## src/rtl/fft_pkg.sv

```systemverilog
// Shared definitions for the radix-2 SDF FFT butterfly: phase encoding, widths, complex sample.
// SDF_BFLY16_SAT_EN selects clamping (defined) or wrap-around (undefined) of multiplier results.
package fft_pkg;

  localparam int IN_W    = 8;
  localparam int OUT_W   = 9;
  localparam int TW_W    = 8;
  localparam int TW_FRAC = 6;

  // Wide enough for dr*wr - di*wi with 9-bit data and 8-bit twiddles, plus the rounding offset.
  localparam int PROD_W    = OUT_W + TW_W + 1;
  localparam int ROUND_OFS = 1 << (TW_FRAC - 1);

`ifdef SDF_BFLY16_SAT_EN
  localparam bit SAT_EN = 1'b1;
`else
  localparam bit SAT_EN = 1'b0;
`endif

  typedef enum logic [1:0] {
    ST_IDLE    = 2'b00,
    ST_FIRST   = 2'b01,
    ST_SECOND  = 2'b10,
    ST_WAITING = 2'b11
  } state_e;

  typedef struct packed {
    logic signed [OUT_W-1:0] re;
    logic signed [OUT_W-1:0] im;
  } cplx_t;

endpackage

```

## src/rtl/sdf_bfly16_mul.sv

```systemverilog
// Combinational complex multiply by a Q2.6 twiddle with round-half-up rescaling to 9 bits.
// SDF_BFLY16_SAT_EN clamps out-of-range results and flags them; otherwise results wrap.
module cplx_mul_q26
  import fft_pkg::*;
(
  input  logic signed [OUT_W-1:0] dr_i,
  input  logic signed [OUT_W-1:0] di_i,
  input  logic signed [TW_W-1:0]  wr_i,
  input  logic signed [TW_W-1:0]  wi_i,
  output logic signed [OUT_W-1:0] pr_o,
  output logic signed [OUT_W-1:0] pi_o,
  output logic                    sat_o
);

  logic signed [PROD_W-1:0] drx, dix, wrx, wix;
  logic signed [PROD_W-1:0] re_full, im_full;
  logic signed [PROD_W-1:0] re_rnd, im_rnd;
  logic signed [PROD_W-1:0] re_sh, im_sh;
  logic                     re_ovf, im_ovf;

  assign drx = PROD_W'(dr_i);
  assign dix = PROD_W'(di_i);
  assign wrx = PROD_W'(wr_i);
  assign wix = PROD_W'(wi_i);

  assign re_full = (drx * wrx) - (dix * wix);
  assign im_full = (drx * wix) + (dix * wrx);

  assign re_rnd = re_full + PROD_W'(ROUND_OFS);
  assign im_rnd = im_full + PROD_W'(ROUND_OFS);
  assign re_sh  = re_rnd >>> TW_FRAC;
  assign im_sh  = im_rnd >>> TW_FRAC;

  // A value fits in OUT_W bits when every bit from the OUT_W sign bit upward agrees.
  assign re_ovf = !((&re_sh[PROD_W-1:OUT_W-1]) || !(|re_sh[PROD_W-1:OUT_W-1]));
  assign im_ovf = !((&im_sh[PROD_W-1:OUT_W-1]) || !(|im_sh[PROD_W-1:OUT_W-1]));

  always_comb begin
    pr_o = re_sh[OUT_W-1:0];
    pi_o = im_sh[OUT_W-1:0];
    if (SAT_EN && re_ovf) begin
      pr_o = re_sh[PROD_W-1] ? {1'b1, {(OUT_W-1){1'b0}}} : {1'b0, {(OUT_W-1){1'b1}}};
    end
    if (SAT_EN && im_ovf) begin
      pi_o = im_sh[PROD_W-1] ? {1'b1, {(OUT_W-1){1'b0}}} : {1'b0, {(OUT_W-1){1'b1}}};
    end
  end

  assign sat_o = SAT_EN && (re_ovf || im_ovf);

endmodule

```

## src/rtl/sdf_bfly16.sv

```systemverilog
// Radix-2 DIF single-path delay feedback butterfly with a DEPTH-entry complex shift-register delay line.
// SDF_BFLY16_SAT_EN (see fft_pkg) selects saturating multiplier output and the sat_o pulse.
module sdf_bfly16
  import fft_pkg::*;
#(
  parameter int DEPTH = 16
) (
  input  logic                    clk,
  input  logic                    rst_n,
  input  logic                    valid_i,
  input  logic [1:0]              state,
  input  logic signed [IN_W-1:0]  a_r,
  input  logic signed [IN_W-1:0]  a_i,
  input  logic signed [TW_W-1:0]  wn_r,
  input  logic signed [TW_W-1:0]  wn_i,
  output logic                    valid_o,
  output logic signed [OUT_W-1:0] out_r,
  output logic signed [OUT_W-1:0] out_i,
  output logic                    sat_o
);

  state_e                  st;
  cplx_t                   line_q [DEPTH];
  cplx_t                   push_d;
  logic                    shift_en;
  cplx_t                   a_ext, d, sum, diff;
  logic signed [OUT_W-1:0] prod_r, prod_i;
  logic                    prod_sat;

  cplx_t out_d, out_q;
  logic  valid_d, valid_q;
  logic  sat_d, sat_q;

  assign st    = state_e'(state);
  assign a_ext = {OUT_W'(a_r), OUT_W'(a_i)};
  assign d     = line_q[DEPTH-1];

  // Operands are 8-bit samples (or their 9-bit difference is never summed again), so 9 bits is exact.
  always_comb begin
    sum.re  = d.re + a_ext.re;
    sum.im  = d.im + a_ext.im;
    diff.re = d.re - a_ext.re;
    diff.im = d.im - a_ext.im;
  end

  cplx_mul_q26 u_mul (
    .dr_i  (d.re),
    .di_i  (d.im),
    .wr_i  (wn_r),
    .wi_i  (wn_i),
    .pr_o  (prod_r),
    .pi_o  (prod_i),
    .sat_o (prod_sat)
  );

  always_comb begin
    push_d   = a_ext;
    shift_en = 1'b0;
    out_d    = '0;
    valid_d  = 1'b0;
    sat_d    = 1'b0;
    unique case (st)
      ST_IDLE: begin
      end
      ST_WAITING: begin
        shift_en = 1'b1;
      end
      ST_FIRST: begin
        shift_en = 1'b1;
        push_d   = diff;
        out_d    = sum;
        valid_d  = valid_i;
      end
      ST_SECOND: begin
        shift_en = 1'b1;
        out_d    = {prod_r, prod_i};
        sat_d    = prod_sat;
        valid_d  = valid_i;
      end
      default: begin
      end
    endcase
  end

  // Entry 0 is the newest sample; the oldest entry at DEPTH-1 feeds the butterfly.
  always_ff @(posedge clk or negedge rst_n) begin
    if (!rst_n) begin
      for (int i = 0; i < DEPTH; i++) begin
        line_q[i] <= '0;
      end
    end else if (shift_en) begin
      line_q[0] <= push_d;
      for (int i = 1; i < DEPTH; i++) begin
        line_q[i] <= line_q[i-1];
      end
    end
  end

  always_ff @(posedge clk or negedge rst_n) begin
    if (!rst_n) begin
      out_q   <= '0;
      valid_q <= 1'b0;
      sat_q   <= 1'b0;
    end else begin
      out_q   <= out_d;
      valid_q <= valid_d;
      sat_q   <= sat_d;
    end
  end

  assign valid_o = valid_q;
  assign out_r   = out_q.re;
  assign out_i   = out_q.im;
  assign sat_o   = sat_q;

endmodule

```

## config.mk

```make
export PLATFORM = sky130hd
export DESIGN_NAME = sdf_bfly16
export DESIGN_NICKNAME = d
export VERILOG_FILES = /design/src/rtl/fft_pkg.sv /design/src/rtl/sdf_bfly16_mul.sv /design/src/rtl/sdf_bfly16.sv
export SDC_FILE = /design/constraint.sdc
export NUM_CORES = 1
export LEC_CHECK = 0
export BUFFER_PORTS_ARGS = -buffer_cell sky130_fd_sc_hd__buf_4
export CORE_MARGIN = 10
export CORE_UTILIZATION = 40
export DETAILED_ROUTE_END_ITERATION = 8
export SLEW_MARGIN = 30
export SYNTH_ARGS = -nofsm -noshare
export SYNTH_HDL_FRONTEND = slang
export SYNTH_SLANG_ARGS = --single-unit
```

## constraint.sdc

```tcl
create_clock -name clk -period 5.5 [get_ports clk]
set_clock_uncertainty 0.15 [all_clocks]
set_input_delay 0.275 -clock clk [delete_from_list [all_inputs] [get_ports clk]]
set_output_delay 0.275 -clock clk [all_outputs]
set_load 0.01 [all_outputs]
```

### Yosys cells after proc, flatten, opt, wreduce, memory -nomap -nowiden

Index checks and enable logic that the tools add are counted.

| operators by class | value |
|---|---|
| add/sub/neg operators | 8 |
| multiply operators | 4 |
| div/mod/pow operators | 0 |
| magnitude comparators | 0 |
| equal/unequal tests | 3 |
| shift-type cells | 0 |
| multiplexer cells | 4 |
| bitwise operators | 0 |
| reduce and logical (&&, ||, !) cells | 2 |

Operator list:

| kind | number |
|---|---|
| $mul 9x8->15 | 4 |
| $pmux 18 s2 | 1 |
| $add 15x7->15 const B | 2 |
| $add 9x8->9 | 2 |
| $mux 18 | 1 |
| $sub 9x8->9 | 2 |
| $add 15x15->15 | 1 |
| $sub 15x15->15 | 1 |
| $eq 2x2->1 const B | 2 |
| $reduce_or 3->1 | 1 |
| $eq 2x1->1 const B | 1 |
| $mux 1 | 2 |
| $reduce_or 2->1 | 1 |

| storage, ports and cells | value |
|---|---|
| flip-flop bits (word level) | 307 |
| bits in latches | 0 |
| RAM bits | 0 |
| ROM bits | 0 |
| input port bits | 37 |
| output and inout port bits | 20 |
| memories | 0 |

### Depth between registers and ports, before layout

Gate-level depths: netlist (run 1).

| depth | value |
|---|---|
| depth in word-level cells | 4 |
| gate-level depth with buffers | 24 |
| gate-level depth less buffers | 22 |

### By module

Synthesis (run 1) repeated with hierarchy kept, for this count alone.

| second synthesis, totals | value |
|---|---|
| cells, all modules | 2054 |
| area total of the unflattened synthesis | 23050.9 sq um |

Modules (own cells, without submodules):

| module | instances | cells each | area each (sq um) | sequential area each (sq um) |
|---|---|---|---|---|
| sdf_bfly16 | 1 | 964 | 13182.6 | 7707.4 |
| cplx_mul_q26 | 1 | 1090 | 9868.2 | 0.0 |

### Worst setup path before layout (run 1)

Ideal clock, no wire load.

| timing path | value |
|---|---|
| path type | reg2reg |
| start | register line_q (netlist bit d[8]) |
| end | register out_q (netlist bit out_i[8]) |
| library setup time | 0.131 ns |
| arrival | 5.442 ns |
| path slack | -0.222 ns |
| cell stages (with the launch flop) | 22 |
| buffers on the path | 1 |
| path through | dfrtp_1 > clkbuf_1 > and2_1 > inv_1 > fa_1 > inv_1 > fa_1 > fa_1 > fa_1 > fa_1 > inv_1 > fa_1 > inv_1 > ha_1 > a21oi_1 > nand2_1 > a41oi_1 > o31ai_2 > o21a_1 > nor2_1 > xnor2_1 > o22ai_1 |

RTL lines:

| what | RTL line | RTL |
|---|---|---|
| start, declared | sdf_bfly16.sv:23 | `cplx_t line_q [DEPTH];` |
| start signal, assigned by index | sdf_bfly16.sv:94 | `line_q[i] <= line_q[i-1];` |
| end signal, assigned | sdf_bfly16.sv:105 | `out_q <= out_d;` |
| end, declared | sdf_bfly16.sv:30 | `cplx_t out_d, out_q;` |

==> run metrics, run 1 <==
status complete, but fails checks; failing checks setup timing; initial antenna violation count 7; post-synthesis sequential area ratio 34.1%; number of nets in the layout 2603; vias in the first global route 15.7k; reg2reg path depth 22; compound-cell area share of the yosys netlist under 10%; via/cell ratio between 4 and 5; I/O pins 57; # clock sinks between 300 and 400; cell count after synthesis 1968; Final GP Congestion 0.864; Worst setup SP type flop; Synth cell types 45; Slew @ Worst Pin between 0.7 and 0.8 ns; drt pass-1 iters 5; Data required, critical path 5.74 ns; final worst slack -0.327 ns; Tcrit/Tclk final 106%; fmax 0.172 GHz; Final Hold Viols 0; initial DRC count 652; CTS tree yes; Synth Flop Type dfrtp_1; layout cells sized above 1 31.8%; Post-Synth Simple-Gate Area roughly 9%; max_slew headroom 49.5%; wire per inst about 18 um; Cell Area, Synth ~22000 um^2; largest net degree at the start of global routing 140; initial core utilization approximately 41%; crit path DAT between 6 and 7 ns; Crit. End Element flop; unrepaired setup endpoints after global routing yes; final-report max-slew violation count 0; Syn Nets roughly 2.4k; Die Area 66100 um^2; grt total ovfl 0; H-tree Lvls 2; Avg Cell Area, Syn around 11 um^2; placed cell count 2846; #FFs+latches synth roughly 310; DR vias between 10k and 15k; CTS Root Cell clkbuf_16; final WL about 52000 um; Total GRT Usage between 10% and 20%; die height around 260 um; Synth Area in Adders 30.1%; critical path class flop to flop; core area between 50000 and 60000 um^2; Final ANT Viol Nets 0; DIE WIDTH approximately 260 um; Worst Hold Slack 0.0182 ns; multiplexer share of the synthesized area between 10% and 20%; clock-pin slew of the registers on the worst-case setup and hold paths ~0.06 ns; number of I/O port buffers between 50 and 60; worst-case clock buffer depth 3; Max-Cap Viols 0; post-route minimum period 5.83 ns; Num CTS Buffers 35; largest family of logic cells by synthesized area adder cells; post-DP HPWL roughly 40000 um; residual DRC count 0; P&R area growth vs syn 20.5%; first-pass GRT wire length about 85000 um; worst hold path stage count 3; XOR/XNOR Fraction of Synth Area roughly 3%; Post-synth EDFFs 0; Row Count between 80 and 90; Setup violations, final 12; Skew-Pair Late Insertion Delay 0.54 ns; fraction of registers with async set/reset 100%; Ys Warns 0; Non-Filler Instances 2955; Hold Path Class input pin to flop; peak fanout along the critical path 6
-- kinds of logic (layout without fill, tap and decap cells) --
family	after synthesis	after routing
buffers and inverters	405	640
adders and majority gates	388	388
and+or+nand+nor	394	394
xor gates and xnor gates	79	79
AOI/OAI and AO/OA	115	115
muxes	279	279
other	1	5
DFF	307	307
-- synthesized netlist by cell type (all sizes together), types with 15 or more instances --
| library cell | instances | share of area [%] |
|---|---|---|
| xnor2 | 61 | 2.4 |
| nand2b | 15 | 0.42 |
| clkbuf | 77 | 1.3 |
| fa | 256 | 23 |
| xor2 | 18 | 0.70 |
| o21ai | 33 | 0.73 |
| a21oi | 34 | 0.76 |
| nor2b | 19 | 0.53 |
| mux2 | 271 | 14 |
| nand2 | 146 | 2.4 |
| ha | 132 | 7.3 |
| and2 | 139 | 3.9 |
| dfrtp | 307 | 34 |
| nor2 | 47 | 0.78 |
| inv | 322 | 5.4 |
-- worst max-delay path, stage by stage, from the launching register on --
cell and delay [ns]:
dfrtp_2 0.43, buf_12 0.15, buf_8 0.13, and2_4 0.16
fa_2 0.55, fa_2 0.46, ha_4 0.28, inv_2 0.03
fa_1 0.50, inv_2 0.04, fa_1 0.47, fa_1 0.49
inv_1 0.05, ha_2 0.17, buf_4 0.14, nor2_2 0.11
a21oi_2 0.08, a31o_4 0.26, o41ai_4 0.41, inv_2 0.06
a21oi_2 0.18, xor2_2 0.27, o22ai_1 0.12
-- per-stage QoR --
stage,setup WS [ns],utilization [%],setup TNS [ns],instance area (um^2)
floorplan,0.00503,-,0,22600
global placement,-0.501,44.9,-4.13,24900
detailed placement,-0.579,44.9,-4.26,24900
CTS,-0.326,48.2,-2.03,26700
global route,-0.501,48.9,-4.29,27100
finish,-0.327,48.9,-2.12,27100
-- routing by layer --
metal  global-route usage, %  wire length [um]  up-vias
met5                       0                41        -
met1                    21.9             24200     7377
met2                    26.2             24800      239
met3                    2.56              2180       76
met4                    4.31               874        6
li1                        -                 -     6599
-- registers in the layout, indices dropped and copies added (netlist names) --
register / flops
out_i: 9
line_q: 270
valid_o: 1
d: 18
out_r: 9
-- cells in the final DEF, fill, tap and decap left out, drive strengths merged, types with 33 or more instances in the layout --
cell and count:
fa 256, nand2 146, nor2 47, buf 242, mux2 271, inv 325
and2 139, clkbuf 49, dfrtp 307, ha 132, o21ai 33, a21oi 34
xnor2 61
-- timing repair --
item | CTS | global route
hold endpoints to repair | 104 | 0
pin swaps | 71 | 62
setup endpoints to repair | 15 | 17
resized for setup | 107 | 65
setup buffers | 27 | 14
hold buffers | 12 | 0
-- worst paths after layout --
kind | from | to | slack, ns
hold / removal | a_r[5] | line_q[284] | 0.02
hold reg to reg | line_q[285] | line_q[285] | 0.34
min in group asynchronous | rst_n | line_q[177] | 0.22
max in group asynchronous | rst_n | line_q[100] | 3.74
setup reg to reg | d[4] | out_r[7] | -0.33
setup / recovery | d[4] | out_r[7] | -0.33
-- layout make-up --
class	instances	area, um^2
Timing Repair Buffer	254	2200
Multi-Input combinational cell	1256	13900
Tap cell	748	936
Inverter	324	1220
Antenna cell	4	10.0
Clock inverter	13	115
Fill cell	4989	28300
Clock buffer	49	1030
Sequential cell	307	7700
Power of run 1 is left out: the tool's default activity adds up to more than one toggle a clock period on the data nets, which glitch-free logic cannot reach.
==> run 2, diff against run 1 <==
- BUFFER_PORTS_ARGS: -buffer_cell sky130_fd_sc_hd__buf_4 -> unset
- DONT_BUFFER_PORTS: unset -> 1
==> run metrics, run 2 (synthesis gave the netlist of run 1 again) <==
met3 usage 3.02% (+0.46 points); residual DRC count 0 (unchanged); max_slew headroom 43.3% (-6.1 points); Data required, critical path 5.80 ns (+0.06 ns); vias in the first global route 15.4k (-1.9%); met1 Track Usage GR 20.6% (-1.3 points); fmax 0.178 GHz (+3.7%); I/O pins 57 (unchanged); Setup violations, final 8 (-4); clock-pin slew of the registers on the worst-case setup and hold paths 0.08 ns (+0.02 ns); FF/Latch Area 7700 um^2 (about the same); Final ANT Viol Nets 0 (unchanged); largest net degree at the start of global routing 308 (+120%); Tcrit/Tclk final 102% (-3.8 points); Hold Path Class input pin to asynchronous set/reset pin; initial DRC count 859 (+32%); CTS tree yes; post-route minimum period 5.62 ns (-0.207 ns); final worst slack -0.120 ns (+0.207 ns); drt pass-1 iters 7 (+2); Row Count 86 (unchanged); Reg with most FFs line_q; initial antenna violation count 3 (-4); worst-case clock buffer depth 3 (unchanged); Final Hold Viols 307 (+307); max reg flops 270 (unchanged); number of I/O port buffers 0 (-100%); area of the multi-input gates 13900 um^2 (about the same); wire per inst 17.9 um (+1.6%); core area 55400 um^2 (unchanged); Total GRT Usage 15.6% (-0.51 points); post-DP HPWL 37300 um (-6.2%); most frequent cells in the layout 305 x inv_1, 295 x dfrtp_1, 271 x mux2_2; hold_buf cts 16 (+4); critical path class flop to flop; first-pass GRT wire length 83200 um (-2.6%); die height 257 um (unchanged); # clock sinks 307 (unchanged); commonest non-fill, non-tap cell in the layout inv_1; initial core utilization 40.6% (unchanged); utilization after layout 47.5% (-1.4 points); Num CTS Buffers 31 (-11%); DR vias 13.9k (-2.7%); failing checks hold timing, setup timing; number of nets in the layout 2503 (-3.8%); global route hottest layer met2; FILL cells 4937 (-1.0%); pre-CTS WS -0.462 ns (+0.116 ns); Slew @ Worst Pin 0.850 ns (+0.0922 ns); via/cell ratio 4.88 (+0.87%); H-tree Lvls 1 (-1); GR Util met2 26.0% (-0.21 points); Worst setup SP type flop; grt total ovfl 0 (unchanged); CTS Root Cell clkbuf_16; crit path DAT 5.92 ns (-0.15 ns); DIE WIDTH 257 um (unchanged); peak fanout along the critical path 6 (unchanged); layout cells sized above 1 27.8% (-3.9 points); P&R area growth vs syn 17.0%; antenna cells 0 (-4); Skew-Pair Late Insertion Delay 0.57 ns (+0.03 ns); unrepaired setup endpoints after global routing yes; Max-Cap Viols 0 (unchanged); Crit. End Element flop; Final GP Congestion 0.866 (+0.22%); Worst Hold Slack -0.735 ns (-0.753 ns); Die Area 66100 um^2 (unchanged); final-report max-slew violation count 0 (unchanged); status complete, but fails checks; final WL 51000 um (-2.0%)
==> run 2: changes by cell type in the layout (fill, tap and decap cells not counted), sizes merged <==
cell / delta
diode: -4
clkbuf: -8
dlygate4sd3: +4
buf: -101
inv: +1
clkinvlp: +1
bufinv: +4
clkinv: -3
==> run 2: repair_timing <==
action,CTS,global route
setup buffers,22,13
pin swaps,41,59
endpoints found under the hold margin,329,307
cloned,0,1
endpoints found under the setup margin,14,16
resized for setup,71,89
==> run 2: final cells by class <==
type                       instances  area share [%]
clock buffer                      40            3.30
timing repair buffer             158            5.52
tap                              748            3.56
multi-input combinational       1256            52.8
sequential                       307            29.3
inverter                         324            4.63
clock inverter                    16           0.899
==> run 2: path summary, 6_finish.rpt <==
path / startpoint / to / slack (ns) / depth (start not counted)
worst max-delay path: d[3] / out_r[7] / -0.12 / 21
worst min-delay path: rst_n / line_q[202] / -0.73 / 0
worst max register to register: d[3] / out_r[7] / -0.12 / 21
worst min register to register: line_q[158] / line_q[140] / 0.34 / 1
max in group asynchronous: rst_n / d[11] / 5.41 / 0
min in group clk: a_r[1] / line_q[280] / 0 / 3
==> run 2: routing by layer <==
metal,wire length (um),share of wire (%)
met2,24600,48
met1,22300,44
met5,0,0
met3,3290,6.4
met4,867,1.7
==> run 2: critical path: stages, from the launching register on <==
cell and delay [ns]:
dfrtp_1 0.44, buf_6 0.17, buf_4 0.15, and2_1 0.15, fa_1 0.39, inv_1 0.08, fa_1 0.44, fa_1 0.57
fa_2 0.45, fa_1 0.49, inv_1 0.05, fa_1 0.47, inv_1 0.06, ha_4 0.22, and3_4 0.15, a31o_4 0.22
o41ai_4 0.21, buf_6 0.18, inv_2 0.04, a21oi_2 0.13, xor2_1 0.18, o22ai_1 0.10
==> run 2: metrics by stage <==
stage | std cells | cell area [um^2] | setup TNS [ns]
after floorplan | 1968 | 22600 | 0
after global placement | 2747 | 24100 | -3.15
after detailed placement | 2747 | 24100 | -3.70
after CTS | 2838 | 25800 | -0.752
after global routing | 2849 | 26300 | -2.49
final | 2849 | 26300 | -0.605
Power of run 2 is left out for the same reason.
